**src/rtl/pc_fetch.sv**
```systemverilog
// -----------------------------------------------------------------------------
// pc_fetch
//   Program counter and instruction-fetch stage sitting directly in front of a
//   combinational program memory. The PC drives the PM address. The returned
//   word is either resolved locally (JMP, opcode 4'hF) or captured into the
//   instruction register and offered to the decoder over a valid/ready
//   handshake. A saturating counter records every accepted handshake.
//
// Parameters
//   DATA_WIDTH  instruction width; [DW-1 -: 4] opcode, [3 +: ADDR_WIDTH] JMP target
//   ADDR_WIDTH  PC / PM address width
//   RESET_ADDR  PC value after reset
//   NOP_WORD    IR contents after reset
//
// Ports
//   CLK        in   clock, rising edge
//   RST_N      in   asynchronous active-low reset
//   EN         in   run enable; low parks the stage in IDLE
//   STALL      in   freeze: all state holds, no handshake accepted
//   PM_ADDR    out  address to PM, equals the PC register
//   PM_DATA    in   instruction from PM, valid in the same cycle
//   IR_OUT     out  captured instruction to the decoder
//   IR_VALID   out  IR_OUT holds an instruction not yet accepted
//   ID_READY   in   decoder ready; accept = IR_VALID & ID_READY & !STALL
//   PC_OUT     out  address of the instruction currently in IR
//   JMP_TAKEN  out  one-cycle pulse in the cycle after a JMP fetch
//   RETIRED    out  accepted-handshake count, saturating at 16'hFFFF
// -----------------------------------------------------------------------------
module pc_fetch #(
  parameter int unsigned                 DATA_WIDTH = 16,
  parameter int unsigned                 ADDR_WIDTH = 5,
  parameter logic [ADDR_WIDTH-1:0]       RESET_ADDR = '0,
  parameter logic [DATA_WIDTH-1:0]       NOP_WORD   = DATA_WIDTH'(16'hA000)
) (
  input  logic                  CLK,
  input  logic                  RST_N,
  input  logic                  EN,
  input  logic                  STALL,
  output logic [ADDR_WIDTH-1:0] PM_ADDR,
  input  logic [DATA_WIDTH-1:0] PM_DATA,
  output logic [DATA_WIDTH-1:0] IR_OUT,
  output logic                  IR_VALID,
  input  logic                  ID_READY,
  output logic [ADDR_WIDTH-1:0] PC_OUT,
  output logic                  JMP_TAKEN,
  output logic [15:0]           RETIRED
);

  localparam logic [3:0] OP_JMP = 4'hF;

  typedef enum logic [1:0] {
    S_IDLE  = 2'd0,
    S_FETCH = 2'd1,
    S_ISSUE = 2'd2
  } state_t;

  state_t                  state_q,   state_d;
  logic [ADDR_WIDTH-1:0]   pc_q,      pc_d;
  logic [DATA_WIDTH-1:0]   ir_q,      ir_d;
  logic [ADDR_WIDTH-1:0]   pc_out_q,  pc_out_d;
  logic                    valid_q,   valid_d;
  logic                    jmp_q,     jmp_d;
  logic [15:0]             retired_q, retired_d;

  logic [3:0]              opcode;
  logic [ADDR_WIDTH-1:0]   jmp_target;
  logic                    is_jmp;

  assign opcode     = PM_DATA[DATA_WIDTH-1 -: 4];
  assign jmp_target = PM_DATA[3 +: ADDR_WIDTH];
  assign is_jmp     = (opcode == OP_JMP);

  // Next-state and datapath updates. STALL suppresses every update, so the
  // defaults below (hold everything, no jump pulse) are the stalled behaviour.
  always_comb begin
    state_d   = state_q;
    pc_d      = pc_q;
    ir_d      = ir_q;
    pc_out_d  = pc_out_q;
    valid_d   = valid_q;
    retired_d = retired_q;
    jmp_d     = 1'b0;

    if (!STALL) begin
      unique case (state_q)
        S_IDLE: begin
          valid_d = 1'b0;
          if (EN) begin
            state_d = S_FETCH;
          end
        end

        S_FETCH: begin
          if (!EN) begin
            state_d = S_IDLE;
          end else if (is_jmp) begin
            // JMP is consumed here: redirect the PC and stay in FETCH.
            pc_d  = jmp_target;
            jmp_d = 1'b1;
          end else begin
            ir_d     = PM_DATA;
            pc_out_d = pc_q;
            pc_d     = pc_q + 1'b1;
            valid_d  = 1'b1;
            state_d  = S_ISSUE;
          end
        end

        S_ISSUE: begin
          if (valid_q && ID_READY) begin
            valid_d = 1'b0;
            if (retired_q != '1) begin
              retired_d = retired_q + 16'd1;
            end
            state_d = EN ? S_FETCH : S_IDLE;
          end
        end

        default: begin
          state_d = S_IDLE;
          valid_d = 1'b0;
        end
      endcase
    end
  end

  always_ff @(posedge CLK or negedge RST_N) begin
    if (!RST_N) begin
      state_q   <= S_IDLE;
      pc_q      <= RESET_ADDR;
      ir_q      <= NOP_WORD;
      pc_out_q  <= RESET_ADDR;
      valid_q   <= 1'b0;
      jmp_q     <= 1'b0;
      retired_q <= '0;
    end else begin
      state_q   <= state_d;
      pc_q      <= pc_d;
      ir_q      <= ir_d;
      pc_out_q  <= pc_out_d;
      valid_q   <= valid_d;
      jmp_q     <= jmp_d;
      retired_q <= retired_d;
    end
  end

  assign PM_ADDR   = pc_q;
  assign IR_OUT    = ir_q;
  assign IR_VALID  = valid_q;
  assign PC_OUT    = pc_out_q;
  // Masked so the pulse is never visible while the stage is frozen.
  assign JMP_TAKEN = jmp_q & ~STALL;
  assign RETIRED   = retired_q;

endmodule

```
**config.mk**
```make
export PLATFORM = sky130hd
export DESIGN_NAME = pc_fetch
export DESIGN_NICKNAME = d
export VERILOG_FILES = /design/src/rtl/pc_fetch.sv
export SDC_FILE = /design/constraint.sdc
export NUM_CORES = 1
export LEC_CHECK = 0
export CORE_ASPECT_RATIO = 1.75
export CORE_UTILIZATION = 39
export CTS_BUF_LIST = sky130_fd_sc_hd__clkbuf_8
export DETAILED_ROUTE_END_ITERATION = 8
export MAX_ROUTING_LAYER = met4
export PLACE_DENSITY = 0.68
export SLEW_MARGIN = 30
export SYNTH_ARGS = -nofsm -noshare
export SYNTH_HDL_FRONTEND = slang
export SYNTH_SLANG_ARGS = --single-unit
```
**constraint.sdc**
```tcl
create_clock -name CLK -period 1.9 [get_ports CLK]
set_input_delay 0.38 -clock CLK [delete_from_list [all_inputs] [get_ports CLK]]
set_output_delay 0.38 -clock CLK [all_outputs]
set_load 0.1 [all_outputs]
```
Word level (Yosys, flattened, before mapping)
Cells that the tools add are included.

Reductions and logical operators: 7. Equal/unequal tests: 9. Bitwise logic cells: 3. Add/subtract/negate cells: 2. Multiplexer cells: 15.

Operators by type and width (number): adder 16 x 1 -> 16 bit (second input constant) (1); != test 16 bit (second input constant) (1); AND reduction 4 bit (4); two-way mux 1 bit (8); two-way mux 2 bit (4); != test 2 bit (second input constant) (4); one-hot mux 2 bit (3 select lines) (1); adder 5 x 1 -> 5 bit (second input constant) (1); two-way mux 5 bit (1); == test 4 bit (second input constant) (1); != test 3 bit (second input constant) (1); AND reduction 3 bit (1); == test 2 x 1 -> 1 bit (second input constant) (1); == test 2 bit (second input constant) (1); zero test 2 bit (1); NOT 1 bit (2); one-hot mux 1 bit (2 select lines) (1); AND 1 bit (1); logical AND 1 bit (1).

Output and inout port bits: 44. Bits in registers: 46. Input port bits: 21. Word-level logic and storage cells: 43.

Longest topological paths before layout
Gate-level depths: netlist of the first run.

Depth after elaboration: 5. Mapped depth: 5. Depth with buffers taken out: 5.

Least setup slack after synthesis of the first run
Ideal clock, no wire load.

Path type: flip-flop to flip-flop. Start point: register retired_q[0] (netlist: RETIRED[0]). End point: register retired_q[13] (netlist: RETIRED[13]). Cell stages (with the launch flop): 6. Data required time: 1.737 ns. Buffers on the path: 0. Path slack: -0.497 ns. Library setup time: 0.163 ns. Period minus slack after synthesis: 2.397 ns. Arrival time: 2.234 ns. Cell sequence: dfrtp_1 > ha_1 > nand4_1 > o31ai_1 > nor3_1 > xor2_1.

Word-level cells in the longest chain between the ends: 2. Elaborated cells on any way between the ends: 3. Those cells by class: add/sub: 1; eq/ne: 1; reduce/logical: 1.

RTL lines: start: declaration (line 63) `logic [15:0] retired_q, retired_d;`; start signal: assignment (line 143) `retired_q <= retired_d;`; branches (longest 2 deep; another with adder 16 x 1 -> 16 bit).

Several ways; the timed one is not identified. A chain may end at the register's enable or synchronous reset.

Worst setup path after layout of the first run
Start point: input STALL. End point: output JMP_TAKEN.

Word-level cells in the longest chain between the ends: 2.

RTL lines: start: declaration (line 38) `input logic STALL,`; NOT 1 bit (no line); AND 1 bit (line 152) `assign JMP_TAKEN = jmp_q & ~STALL;`; end: declaration (line 45) `output logic JMP_TAKEN,`.

No other way between the ends.

==> results of run 1 <==
## per-stage QoR
stage | total power (W) | setup slack [ns] | instance area, um^2 | instances
after detailed placement | 0.004831 | -0.02932 | 3216 | 342
after global placement | 0.004800 | -0.04967 | 3216 | 342
after global routing | 0.005713 | 0.01094 | 3333 | 350
after CTS | 0.005560 | 0.05739 | 3324 | 350
after floorplan | 0.003752 | -0.03400 | 2122 | 210
final | 0.005506 | 0.05807 | 3333 | 350
## layer usage
metal	track usage	vias up
li1	-	885
met1	0.2207	864
met2	0.3511	70
met3	0.03841	13
met4	0.09944	0
met5	-	-
## synth_stat cells
library cell	instances	share of area
nor2b_1	1	0.0030
clkbuf_1	4	0.0072
and4bb_2	1	0.0060
nand2b_1	3	0.0091
and3_1	3	0.0091
mux2_4	1	0.0072
and3b_1	1	0.0042
a21oi_1	7	0.017
nand3_1	8	0.019
mux2i_1	1	0.0048
dfstp_2	2	0.025
buf_2	2	0.0048
nand4_1	5	0.015
a31oi_1	2	0.0060
nor3b_1	1	0.0036
o22a_1	3	0.013
nor4b_4	1	0.011
and4_2	1	0.0048
nor2_2	1	0.0030
and2_1	2	0.0060
a221o_1	1	0.0048
and4b_1	1	0.0048
o31ai_1	1	0.0036
nor2_1	7	0.013
inv_1	4	0.0072
nand2_1	64	0.12
nor4_1	4	0.012
ha_1	2	0.012
xor2_1	15	0.063
nand4_2	1	0.0060
nand4bb_1	1	0.0054
nor4_2	1	0.0060
nor3_1	7	0.017
o21ai_0	7	0.017
dfrtp_1	44	0.53
## state kept, by name, indices dropped and copies added, names as in the netlist
signal	count
state_q	2
IR_OUT	16
jmp_q	1
PM_ADDR	5
RETIRED	16
IR_VALID	1
PC_OUT	5
## repair_timing
action,CTS,global route
gates resized for setup,0,1
endpoints found under the setup margin,0,1
hold endpoints to repair,0,0
## cell families (layout without fill, tap and decap cells)
family / count (synthesis) / count (layout) / synth area share
XOR/XNOR: 15 / 15 / 0.06345
multiplexers: 2 / 2 / 0.01208
adder cells (fa/ha/maj): 2 / 2 / 0.01208
buffers and inverters: 10 / 96 / 0.01933
flip-flops: 46 / 46 / 0.5571
AND/OR/NAND/NOR: 114 / 114 / 0.2749
AO/OA/AOI/OAI: 21 / 21 / 0.06103
## area by class of cell
type,instances,share of cell area
Clock buffer,5,0.02065
Clock inverter,3,0.01201
Inverter,4,0.004505
Sequential cell,46,0.3555
Tap cell,54,0.02027
Multi-Input combinational cell,154,0.2718
Timing Repair Buffer,84,0.3153
## worst max-delay path: stages
cell and delay (ns):
clkdlybuf4s50_1 0.45, buf_4 0.16, buf_4 0.13, nor2b_2 0.15, buf_12 0.19
## final timing paths
path / start / endpoint / slack (ns)
setup / recovery: STALL / JMP_TAKEN / 0.06
hold / removal: RST_N / RETIRED[3] / 0.04
setup reg to reg: RETIRED[1] / RETIRED[10] / 0.20
hold reg to reg: IR_OUT[11] / IR_OUT[11] / 0.48
max in group asynchronous: RST_N / IR_OUT[15] / 1.58
min in group CLK: IR_OUT[11] / IR_OUT[11] / 0.48
## where the power goes
part	internal, W	leakage, nW	switching (W)
Clock	0.000387	0.0579	0.000328
Combinational	0.000893	0.974	0.00234
Sequential	0.00127	0.571	0.000281
==> results.json, run 1 <==
{
  "fp.dieArea_mm2": 0.005616,
  "required_ns": 1.52,
  "setup_viol": 0,
  "skew_ns": 0.01001,
  "synth_cell_type_count": 35,
  "clk_path_buf_depth": 2,
  "wl_met2_um": 2833,
  "hold_class": "in -> async",
  "violations": "design-rule violations",
  "fin_crit_sh": 0.9694,
  "initial_core_util": 0.4125,
  "end_kind": "output port",
  "antenna_found_initial": 0,
  "worstSkewPairLatency_ns": 0.30,
  "highest_layer": "met4",
  "maxSlewHeadroom": 0.7458,
  "path_max_fanout": 3,
  "cts_hold_buffers": 0,
  "netlist_area_mm2": 0.002071,
  "htree_levels": 2,
  "grt_pass1_vias": 1819,
  "ys_seq_area_frac": 0.5571,
  "hold_viol_final": 0,
  "drt_pass1_iterations": 6,
  "p_per_area_mw_per_mm2": 1652,
  "routed-via-count": 1832,
  "drv_cap": 0,
  "outcome": "finished with violations",
  "period_needed_ns": 1.842,
  "wirelength_um": 5094,
  "cts_buffers": 5,
  "setup-tns-final_ns": 0,
  "fillers": 418,
  "syn_avg_cell_area_um2": 9.861,
  "die_h_um": 98.40,
  "root_buffer": "clkbuf_8",
  "syn_nets": 233,
  "report.final.slew_viol_count": 0,
  "arrival_ns": 1.46,
  "rsz0062_at_grt": "false",
  "hold_ws_ns": 0.03650,
  "grt_first_pass_wirelength_um": 8535,
  "dp_hpwl_um": 3836,
  "met3_length_um": 251,
  "io-pin-count": 65,
  "cts.sinks": 46,
  "diodes": 0,
  "drtIter0Drc": 62,
  "via_per_inst": 5.234,
  "ant_nets": 0,
  "yosysWarnings": 0,
  "nets": 318,
  "place_congestion": 0.8100,
  "area_growth_pct": 60.97,
  "startpoint_type": "input pin",
  "drc": 8,
  "clk_pin_slew_ns": 0.09,
  "postCtsSetupBuffers": 0,
  "wirelength_met1_um": 1855,
  "leakagePower_nw": 1.603,
  "cts_tree": "built",
  "syn_inst": 210,
  "multi_input_area_um2": 905.9,
  "fin_util": 0.6640,
  "peakVddDrop_mv": 1.230,
  "rows": 34,
  "post_drt_wl_per_cell_um": 14.55,
  "overflow": 0,
  "die_w_um": 57.08,
  "grt_use_total": 0.2043,
  "layout_commonest_cell": "nand2_1",
  "max_freq_mhz": 542.9,
  "most-common-layout-cells": "64 x nand2_1, 34 x buf_4, 30 x buf_12",
  "portBuffers": 64,
  "ff2ff_path_depth": 7,
  "grt_max_degree": 47,
  "worstSetupPathType": "in -> out",
  "synth-seq-cells": 46,
  "tightest_slew_ns": 0.3778,
  "coreArea_mm2": 0.005020,
  "seq_area_mm2": 0.001185,
  "layout-drive-gt1-share": 0.3446
}
Note: power is estimated with default switching activity, not from simulation.
==> inputs of run 2 (changes only) <==
--- a/config.mk
+++ b/config.mk
@@ -5,6 +5,7 @@
 export SDC_FILE = /design/constraint.sdc
 export NUM_CORES = 1
 export LEC_CHECK = 0
+export CAP_MARGIN = 20
 export CORE_ASPECT_RATIO = 1.75
 export CORE_UTILIZATION = 39
 export CTS_BUF_LIST = sky130_fd_sc_hd__clkbuf_8
==> constraint.sdc (replaced) <==
create_clock -name CLK -period 1.9 [get_ports CLK]
set_input_delay 0.57 -clock CLK [delete_from_list [all_inputs] [get_ports CLK]]
set_output_delay 0.57 -clock CLK [all_outputs]
set_load 0.1 [all_outputs]
==> results.json, run 2 (synthesized netlist as in run 1, its figures left out) <==
{
  "outcome": "finished with violations",
  "violations": "design-rule violations",
  "layout-drive-gt1-share": 0.3401,
  "r2r_start": "RETIRED[1]",
  "crit_chain": "clkdlybuf4s50_1 -> and4b_1 -> nand4_1 -> buf_4 -> nor4_2 -> xor2_1",
  "fin_crit_sh": 0.9559,
  "most-common-layout-cells": "64 x nand2_1, 45 x buf_12, 27 x dfrtp_1",
  "period_needed_ns": 1.816,
  "overflow": 0,
  "postCtsSetupBuffers": 0,
  "wirelength_um": 5324,
  "slowest_stage": "clkdlybuf4s50_1",
  "coreArea_mm2": 0.005020,
  "drc": 8,
  "p_per_area_mw_per_mm2": 1705,
  "swShare": 0.5070,
  "die_w_um": 57.08,
  "r2r_slack_ns": 0.21,
  "rows": 34,
  "cts.sinks": 46,
  "cts_tree": "built",
  "fin_area_mm2": 0.003510,
  "drtIter0Drc": 50,
  "io-pin-count": 65,
  "antenna_found_initial": 0,
  "initial_core_util": 0.4125,
  "grt_max_degree": 47,
  "worstSetupPathType": "in -> reg",
  "combPwrFrac": 0.602,
  "clk_path_buf_depth": 2,
  "pwr-share-seq": 0.274,
  "dpl_cell_area_mm2": 0.003388,
  "required_ns": 2.11,
  "ff2ff_path_depth": 6,
  "hold_class": "in -> async",
  "ant_nets": 0,
  "crit_end": "RETIRED[11]",
  "portBuffers": 64,
  "netSwitchingPower_w": 0.003035,
  "post_drt_wl_per_cell_um": 15.30,
  "postCtsResizedCells": 1,
  "routed-via-count": 1827,
  "root_buffer": "clkbuf_8",
  "pwr-share-clk": 0.123,
  "grt_first_pass_wirelength_um": 8921,
  "timing.final.ws_setup_ns": 0.08388,
  "cts_hold_buffers": 0,
  "hold_viol_final": 0,
  "grt_pass1_vias": 1912,
  "peakVddDrop_mv": 1.200,
  "worstSkewPairLatency_ns": 0.29,
  "r2r-end": "RETIRED[2]",
  "rsz0062_at_grt": "false",
  "end_kind": "flop",
  "tightest_slew_ns": 0.4445,
  "grt_use_total": 0.2151,
  "skew_ns": 0.005555,
  "via_per_inst": 5.250,
  "htree_levels": 2,
  "area_growth_pct": 69.49,
  "leakagePower_nw": 1.655,
  "die_h_um": 98.40,
  "fp.dieArea_mm2": 0.005616,
  "setup_viol": 0,
  "clk_pin_slew_ns": 0.08,
  "path_max_fanout": 6,
  "cpPeakStageDelay_ns": 0.48,
  "cts_buffers": 5,
  "dp_hpwl_um": 4058,
  "arrival_ns": 2.03,
  "report.final.slew_viol_count": 0,
  "place_congestion": 0.8752,
  "layout_commonest_cell": "nand2_1",
  "max_freq_mhz": 550.6,
  "nets": 316,
  "maxSlewHeadroom": 0.7019,
  "drv_cap": 0,
  "drt_pass1_iterations": 6,
  "internal-power_w": 0.002951,
  "startpoint_type": "input pin",
  "diodes": 0,
  "preCtsSetupSlack_ns": -0.2457,
  "startpoint": "ID_READY"
}
==> run 2: final cells by class <==
type,instances,area [um^2]
sequential,46,1185
clock inverter,2,33.78
tap,54,67.56
multi-input combinational,154,903.4
inverter,4,15.01
timing repair buffer,82,1222
clock buffer,6,82.58
fill,397,1510
==> run 2: routing by layer <==
layer  routed length, um  track usage  share of wire  vias to the layer above
met5                   0            -              0                        -
met4                 125      0.09756          0.023                        0
met3                 160      0.03311          0.030                        9
met2                3016       0.3828           0.57                       57
met1                2022       0.2278           0.38                      883
li1                    -            -              -                      878
==> run 2: power groups by stage <==
stage                     logic [W]  clock network [W]  registers [W]
after global placement      0.00359                  0        0.00165
after CTS                   0.00363           0.000761        0.00164
after global routing        0.00371           0.000797        0.00168
after detailed placement    0.00362                  0        0.00166
final                       0.00361           0.000738        0.00164
after floorplan            0.000310                  0        0.00344
==> run 2: worst min-delay path by stage <==
stage                     slack (ns)  cells past startpoint     endpoint
after detailed placement        0.51                      1  RETIRED[15]
after floorplan                 0.27                      0    IR_OUT[0]
after CTS                       0.25                      2    IR_OUT[4]
after global routing            0.25                      2   RETIRED[7]
final                           0.24                      2   RETIRED[3]
after global placement          0.50                      1  RETIRED[15]
==> run 2: worst max-delay path: cells and delay by family <==
kind                      cells  cell delay [ns]
xor gates and xnor gates      1             0.18
buffers and inverters         2             0.65
and+or+nand+nor               3             0.62
==> run 2: stage by stage <==
stage | cells | util | total power (W) | setup TNS [ns] | hold slack, ns
6_report | 348 | 0.6992 | 0.005986 | 0 | 0.2429
5_1_grt | 348 | 0.6992 | 0.006192 | 0 | 0.2524
4_1_cts | 348 | 0.6979 | 0.006039 | 0 | 0.2525
3_5_place_dp | 340 | 0.6750 | 0.005280 | -5.451 | 0.5054
3_3_place_gp | 340 | 0.6750 | 0.005242 | -4.239 | 0.5044
2_1_floorplan | 210 | - | 0.003752 | -0.06850 | 0.2744
==> inputs of run 3 (changes only) <==
--- a/config.mk
+++ b/config.mk
@@ -5,13 +5,15 @@
 export SDC_FILE = /design/constraint.sdc
 export NUM_CORES = 1
 export LEC_CHECK = 0
+export ABC_CLOCK_PERIOD_IN_PS = 1900
 export CAP_MARGIN = 20
 export CORE_ASPECT_RATIO = 1.75
-export CORE_UTILIZATION = 39
+export CORE_MARGIN = 3
+export CORE_UTILIZATION = 40
 export CTS_BUF_LIST = sky130_fd_sc_hd__clkbuf_8
 export DETAILED_ROUTE_END_ITERATION = 8
 export MAX_ROUTING_LAYER = met4
-export PLACE_DENSITY = 0.68
+export PLACE_DENSITY = 0.69
 export SLEW_MARGIN = 30
 export SYNTH_ARGS = -nofsm -noshare
 export SYNTH_HDL_FRONTEND = slang
==> results.json, run 3 (synthesized netlist as in run 1, its figures left out) <==
{
  "most-common-layout-cells": "64 x nand2_1, 45 x buf_12, 27 x dfrtp_1",
  "wirelength_um": 5533,
  "ant_nets": 0,
  "pwr-share-clk": 0.097,
  "rows": 34,
  "place_congestion": 0.8080,
  "io-pin-count": 65,
  "internal-power_w": 0.002771,
  "crit_buf_inv": 3,
  "initial_core_util": 0.4160,
  "root_buffer": "clkbuf_8",
  "fp.dieArea_mm2": 0.006110,
  "clk_pin_slew_ns": 0.08,
  "cts.sinks": 46,
  "drtIter0Drc": 27,
  "period_needed_ns": 1.831,
  "area_growth_pct": 69.91,
  "hold_ws_ns": 0.1966,
  "required_ns": 1.33,
  "clk_path_buf_depth": 2,
  "crit_family": "buffers and inverters",
  "diodes": 0,
  "worstSkewPairLatency_ns": 0.29,
  "fin_area_mm2": 0.003518,
  "coreArea_mm2": 0.004977,
  "startpoint_type": "input pin",
  "postCtsResizedCells": 2,
  "grt_use_total": 0.2072,
  "fin_crit_sh": 0.9639,
  "report.final.slew_viol_count": 0,
  "postCtsSetupBuffers": 0,
  "fillers": 364,
  "path_max_fanout": 5,
  "peakVddDrop_mv": 2.014,
  "end_kind": "output port",
  "arrival_ns": 1.26,
  "dp_hpwl_um": 4385,
  "slowest_stage": "clkdlybuf4s15_1",
  "leakagePower_nw": 1.674,
  "combPwrFrac": 0.620,
  "routed-via-count": 1834,
  "post_drt_wl_per_cell_um": 15.63,
  "cts_hold_buffers": 0,
  "cts_tree": "built",
  "skew_ns": 0.003831,
  "power_w": 0.005819,
  "overflow": 0,
  "fin_util": 0.7069,
  "dpl_cell_area_mm2": 0.003433,
  "maxSlewHeadroom": 0.6780,
  "htree_levels": 2,
  "hold_class": "in -> async",
  "pwr-share-seq": 0.283,
  "hold_viol_final": 0,
  "layout_commonest_cell": "nand2_1",
  "swShare": 0.5238,
  "die_w_um": 60.39,
  "drv_cap": 0,
  "worstSetupPathType": "in -> out",
  "cpPeakStageDelay_ns": 0.22,
  "crit_chain": "clkdlybuf4s15_1 -> buf_4 -> nor2b_4 -> buf_12",
  "antenna_found_initial": 0,
  "via_per_inst": 5.181,
  "drc": 0,
  "setup_viol": 0,
  "nets": 322,
  "netSwitchingPower_w": 0.003048,
  "die_h_um": 101.2,
  "tightest_slew_ns": 0.4802,
  "grt_first_pass_wirelength_um": 9225,
  "outcome": "finished, final reports clean",
  "max_freq_mhz": 546.0,
  "drt_pass1_iterations": 4,
  "grt_max_degree": 31,
  "layout-drive-gt1-share": 0.3433,
  "portBuffers": 64,
  "grt_pass1_vias": 1920,
  "cts_buffers": 5,
  "p_per_area_mw_per_mm2": 1654,
  "rsz0062_at_grt": "false"
}
## run 3: cell types whose count changed in the layout (fill, tap and decap cells not counted)
cell             before  now
nor2b_2               1    0
nor4_1                3    4
buf_4                17   23
bufinv_16             1    0
clkdlybuf4s15_1       0    1
clkbuf_8              6    5
inv_1                 5    7
dlygate4sd2_1         1    0
nor4_2                2    1
nor2b_4               0    1
## run 3: worst paths after layout
kind                             startpoint           to  slack (ns)  depth (start not counted)
min in group CLK                RETIRED[15]  RETIRED[15]        0.52                          1
worst max-delay path                  STALL    JMP_TAKEN        0.07                          4
worst max register to register   RETIRED[1]   RETIRED[2]        0.21                          6
worst min-delay path                  RST_N   state_q[1]        0.20                          1
worst min register to register  RETIRED[15]  RETIRED[15]        0.52                          1
max in group asynchronous             RST_N  RETIRED[13]        1.20                          2
## run 3: layout make-up
cell class,count,area (um^2),area share
sequential,46,1185,0.3368
clock inverter,3,11.26,0.003201
inverter,4,15.01,0.004267
multi-input combinational,154,902.1,0.2564
tap,54,67.56,0.01920
clock buffer,5,68.82,0.01956
timing repair buffer,88,1269,0.3606
## run 3: power by group through the flow
stage	clock [W]	sequential [W]	combinational (W)
finish	0.000565	0.00165	0.00360
global route	0.000609	0.00169	0.00372
CTS	0.000576	0.00165	0.00363
detailed placement	0	0.00166	0.00363
global placement	0	0.00165	0.00360
floorplan	0	0.00344	0.000310
## run 3: stage by stage
step                setup TNS, ns  cells  worst slack, ns
global placement           -4.291    346          -0.1910
finish                          0    354          0.06854
global route                    0    354          0.01854
floorplan                -0.06850    210         -0.03450
detailed placement         -5.266    346          -0.2254
CTS                             0    354          0.02241
## run 3: layer usage
metal	routed length [um]	track usage	vias to the layer above
met5	0	-	-
met4	128	0.09386	0
met3	229	0.03699	12
met2	3193	0.3583	49
met1	1982	0.2225	881
li1	-	-	892
